$ cat config.mk
export PLATFORM = sky130hd
export DESIGN_NAME = note_sequencer
export DESIGN_NICKNAME = d
export VERILOG_FILES = /design/src/rtl/note_sequencer.sv
export SDC_FILE = /design/constraint.sdc
export NUM_CORES = 1
export LEC_CHECK = 0
export CORE_UTILIZATION = 35
export DETAILED_ROUTE_END_ITERATION = 6
export PLACE_DENSITY_LB_ADDON = 0.1
export SYNTH_ARGS = -nofsm -noshare
export SYNTH_HDL_FRONTEND = slang
export SYNTH_SLANG_ARGS = --single-unit
export TNS_END_PERCENT = 10
$ cat constraint.sdc
create_clock -name CLK_32KHz -period 4.7 [get_ports CLK_32KHz]
set_clock_uncertainty 0.2 [all_clocks]
set_input_delay 0.47 -clock CLK_32KHz [delete_from_list [all_inputs] [get_ports CLK_32KHz]]
set_output_delay 0.47 -clock CLK_32KHz [all_outputs]
set_load 0.02 [all_outputs]
$ cat src/rtl/note_sequencer.sv
// rtl/note_sequencer.sv - steps a frequency/duration note table into the sine generator.
// Optional per-note attack/release envelope is built when NOTESEQ_ENVELOPE_EN is defined.
module note_sequencer #(
  parameter int TICKS_PER_UNIT = 500,
  parameter int ADDR_W         = 6,
  parameter int PEAK_AMPLITUDE = 255,
  parameter int ATTACK_STEP    = 8,
  parameter int RELEASE_TICKS  = 64,
  parameter int RELEASE_STEP   = 4
) (
  input  logic              CLK_32KHz,
  input  logic              reset_n,
  input  logic              start,
  input  logic              stop,
  output logic [ADDR_W-1:0] noteAddress,
  input  logic [13:0]       noteFrequency,
  input  logic [7:0]        noteDuration,
  output logic [13:0]       outputFrequency,
  output logic [7:0]        outputAmplitude,
  output logic              noteStrobe,
  output logic              busy,
  output logic              done
);

  typedef enum logic [1:0] {S_IDLE, S_FETCH, S_PLAY} state_t;

  localparam logic [16:0]       TICKS     = 17'(TICKS_PER_UNIT);
  localparam logic [ADDR_W-1:0] LAST_ADDR = '1;

  state_t            state_q;
  logic [ADDR_W-1:0] addr_q;
  logic [13:0]       freq_q;
  logic [7:0]        amp_q;
  logic [16:0]       rem_q;
  logic              strobe_q;
  logic              busy_q;
  logic              done_q;

  logic [16:0] load_cnt;
  logic        end_marker;
  logic        last_addr;
  logic        finish;
  logic        go_idle;

  assign load_cnt   = 17'(noteDuration) * TICKS;
  assign end_marker = (noteFrequency == 14'd0) && (noteDuration == 8'd0);
  assign last_addr  = (addr_q == LAST_ADDR);

  // Normal song completion: end marker, or running off the last table address.
  always_comb begin
    finish = 1'b0;
    case (state_q)
      S_FETCH: finish = end_marker || ((noteDuration == 8'd0) && last_addr);
      S_PLAY:  finish = (rem_q == 17'd1) && last_addr;
      default: finish = 1'b0;
    endcase
    go_idle = stop || finish;
  end

`ifdef NOTESEQ_ENVELOPE_EN
  logic       rest_q;
  logic [8:0] amp_up_d;
  logic [7:0] amp_d;

  // 9-bit saturating attack/release; rests never leave zero.
  always_comb begin
    amp_up_d = {1'b0, amp_q} + 9'(ATTACK_STEP);
    amp_d    = 8'd0;
    if (rest_q) begin
      amp_d = 8'd0;
    end else if (rem_q <= 17'(RELEASE_TICKS)) begin
      if ({1'b0, amp_q} > 9'(RELEASE_STEP))
        amp_d = 8'({1'b0, amp_q} - 9'(RELEASE_STEP));
      else
        amp_d = 8'd0;
    end else if (amp_up_d > 9'(PEAK_AMPLITUDE)) begin
      amp_d = 8'(PEAK_AMPLITUDE);
    end else begin
      amp_d = amp_up_d[7:0];
    end
  end
`else
  localparam int unused_env_cfg = ATTACK_STEP + RELEASE_TICKS + RELEASE_STEP;
`endif

  always_ff @(posedge CLK_32KHz or negedge reset_n) begin
    if (!reset_n) begin
      state_q  <= S_IDLE;
      addr_q   <= '0;
      freq_q   <= 14'd0;
      amp_q    <= 8'd0;
      rem_q    <= 17'd0;
      strobe_q <= 1'b0;
      busy_q   <= 1'b0;
      done_q   <= 1'b0;
`ifdef NOTESEQ_ENVELOPE_EN
      rest_q   <= 1'b0;
`endif
    end else begin
      strobe_q <= 1'b0;
      done_q   <= 1'b0;
      if (go_idle) begin
        state_q <= S_IDLE;
        addr_q  <= '0;
        freq_q  <= 14'd0;
        amp_q   <= 8'd0;
        rem_q   <= 17'd0;
        busy_q  <= 1'b0;
        done_q  <= finish && !stop;
      end else begin
        case (state_q)
          S_IDLE: begin
            if (start) begin
              state_q <= S_FETCH;
              addr_q  <= '0;
              busy_q  <= 1'b1;
            end
          end
          S_FETCH: begin
            if (noteDuration == 8'd0) begin
              addr_q <= addr_q + 1'b1;
            end else begin
              state_q  <= S_PLAY;
              freq_q   <= noteFrequency;
              rem_q    <= load_cnt;
              strobe_q <= 1'b1;
`ifdef NOTESEQ_ENVELOPE_EN
              amp_q    <= 8'd0;
              rest_q   <= (noteFrequency == 14'd0);
`else
              amp_q    <= (noteFrequency == 14'd0) ? 8'd0 : 8'(PEAK_AMPLITUDE);
`endif
            end
          end
          S_PLAY: begin
            rem_q <= rem_q - 17'd1;
`ifdef NOTESEQ_ENVELOPE_EN
            amp_q <= amp_d;
`endif
            if (rem_q == 17'd1) begin
              state_q <= S_FETCH;
              addr_q  <= addr_q + 1'b1;
            end
          end
          default: begin
            state_q <= S_IDLE;
            busy_q  <= 1'b0;
          end
        endcase
      end
    end
  end

  assign noteAddress     = addr_q;
  assign outputFrequency = freq_q;
  assign outputAmplitude = amp_q;
  assign noteStrobe      = strobe_q;
  assign busy            = busy_q;
  assign done            = done_q;

endmodule

==> out/metrics.cfg <==
[placement]
place_area_sq_um = 4870
place_ws_ns = -0.585
io_buffers = 56
hpwlAfterDp_um = 7510
place_congestion = 0.859

[yosys]
async_reset_ff_frac = 1.00
synth_edf_count = 0
yosysSeqAreaShare = 0.272
syn_area_per_cell_sq_um = 8.88
synthesis.area_sq_um = 3960
ys.flop_type = dfrtp_1
synth_warnings = 0
synthCells = 446
yosys.cell_types.count = 58
syn-num-nets = 542
synth_seq_cells = 43

[setup_path]
regToRegEndpoint = rem_q[1]
required_ns = 4.69
reg2reg_depth = 6
rrSetupSlack_ns = 1.57
r2r-start = state_q[0]
cp-start-kind = primary input
critical_path_peak_fanout = 3
crit_type = primary input to flop
worstSetupEndpointType = flop
arrival_ns = 4.51

[floorplan]
design.core.area_sq_um = 10900
die_w_um = 108
dieArea_sq_um = 11800
io_pins = 57
num_rows = 38
initial_utilization = 0.362
die_h_um = 108

[timing]
worstMarginPinSlew_ns = 0.966
slew_headroom = 0.356
tns_ns = 0
hold_violations = 0
finalSetupViolCount = 0
fin_ws_ns = 0.176
final-max-slew-violation-count = 0
achievable-frequency_mhz = 221
rsz0062_at_grt = false
period_needed_ns = 4.52
period_share = 0.963
whs_ns = 0.141

[power]
peakVddDrop_v = 0.000225
pwr_density_cell_nw_per_um2 = 536
p_leak_nw = 2.34
finalPower_mw = 2.72

[final_layout]
final_common_cell = clkdlybuf4s50_1
syn2layout_area_growth_pct = 28.2
drive_gt1_frac = 0.126
final_cell_mix = clkdlybuf4s50_1 (50), nand2_1 (47), ha_1 (47)
fillers = 1105
nets = 621
n_antenna_cell = 0
stdcell_area_sq_um = 5080

[route]
firstDrtPassIters = 4
remaining_drc_errors = 0
vias = 3401
antenna_left = 0
wl_um = 9560
wl_per_cell_um = 14.4
via_per_inst = 5.11
drt_iter0_drc = 103

[clock_tree]
clock-root-buffer = clkbuf_16
cts_hold_buffers = 0
cts_buffers = 5
clk_pin_slew_ns = 0.06
cts_tree = yes
cts_buffer_depth = 2
cts_num_sinks = 43
insertion_delay_ns = 0.28
htree_num_levels = 2

[global_route]
antenna_found_initial = 0
overflow = 0
grt_max_degree = 44
grt_use_total = 0.172
grt_pass1_vias = 3340
grt_pass1_wl_um = 15900

[flow_run]
cap_violations = 0

[min_path]
hp-class = primary input to asynchronous set/reset pin

[status]
status = complete, no violations

cell type report:
cell class	instances	area [sq um]	share of cell area
inverters	48	180	0.0355
well taps	140	175	0.0345
clock buffers	5	125	0.0246
clock inverters	2	13.8	0.00271
repair buffers	95	862	0.170
multi-input cells	332	2650	0.521
flip-flops and latches	43	1080	0.212
cell usage after synthesis, drive strengths merged (5+ instances only):
| master | number | area share |
|---|---|---|
| ha | 49 | 0.15 |
| nand4 | 6 | 0.0095 |
| buf | 15 | 0.025 |
| xnor2 | 6 | 0.013 |
| nor4 | 9 | 0.018 |
| clkbuf | 8 | 0.0076 |
| a21oi | 33 | 0.042 |
| o22ai | 6 | 0.011 |
| fa | 21 | 0.11 |
| dfrtp | 43 | 0.27 |
| nand2 | 47 | 0.045 |
| nor2 | 28 | 0.027 |
| nor3 | 14 | 0.019 |
| inv | 48 | 0.045 |
| a22oi | 5 | 0.0095 |
| and3 | 6 | 0.0095 |
| nand3 | 6 | 0.0076 |
| a211oi | 7 | 0.013 |
| a31oi | 7 | 0.011 |
| a21o | 6 | 0.011 |
| o21ai | 14 | 0.018 |
through the flow:
stage                      util  instances
after global placement    0.445        658
after detailed placement  0.445        658
after global routing      0.465        665
final                     0.465        665
after floorplan               -        446
after CTS                 0.460        665
cells by family (layout without fill, tap and decap cells):
| family | after synthesis | after routing | synth area share |
|---|---|---|---|
| AOI/OAI and AO/OA | 102 | 102 | 0.167 |
| xor gates and xnor gates | 9 | 9 | 0.0199 |
| adders and majority gates | 70 | 70 | 0.261 |
| buffers and inverters | 71 | 150 | 0.0777 |
| DFF | 43 | 43 | 0.272 |
| muxes | 6 | 6 | 0.0158 |
| and+or+nand+nor | 145 | 145 | 0.187 |
critical path, cell delays in order:
cell and delay [ns]:
clkdlybuf4s50_1 0.49, inv_2 0.06, buf_12 0.13, fa_1 0.52, inv_1 0.05, fa_1 0.46
fa_1 0.47, ha_1 0.31, ha_1 0.31, and3_1 0.20, a22o_1 0.24, or3_1 0.30
o22a_1 0.17, xnor2_1 0.13, a211oi_1 0.20
routing by layer:
layer / vias up / track usage / wire (um)
met3: 10 / 0.0181 / 246
li1: 1717 / - / -
met1: 1607 / 0.214 / 4310
met4: 0 / 0.0521 / 169
met5: - / 0 / 0
met2: 67 / 0.310 / 4830
worst max path at each step:
stage | startpoint | end | slack, ns | depth (start not counted)
floorplan | noteDuration[1] | rem_q[16] | 0.19 | 13
global placement | noteDuration[1] | rem_q[16] | -0.48 | 15
detailed placement | noteDuration[1] | rem_q[16] | -0.59 | 15
CTS | noteDuration[3] | rem_q[16] | 0.01 | 15
global route | noteDuration[4] | rem_q[16] | 0.002 | 15
finish | noteDuration[4] | rem_q[16] | 0.18 | 15
power by group:
part	internal [mW]	switching [mW]	leakage [nW]
clock	0.194	0.142	0.0696
sequential	0.462	0.108	0.583
combinational	0.854	0.965	1.69
sequential cells by signal (all words and copies together) (netlist names):
name / count
rem_q: 17
outputFrequency: 14
noteAddress: 6
state_q: 2
busy: 1
done: 1
noteStrobe: 1
outputAmplitude: 1
repair_timing:
action                                  4_1_cts  5_1_grt
pin swaps                                     0        5
gates resized for setup                       8       10
setup buffers                                 0        0
endpoints found under the setup margin        3        3
Note: power is estimated with default switching activity, not from simulation.
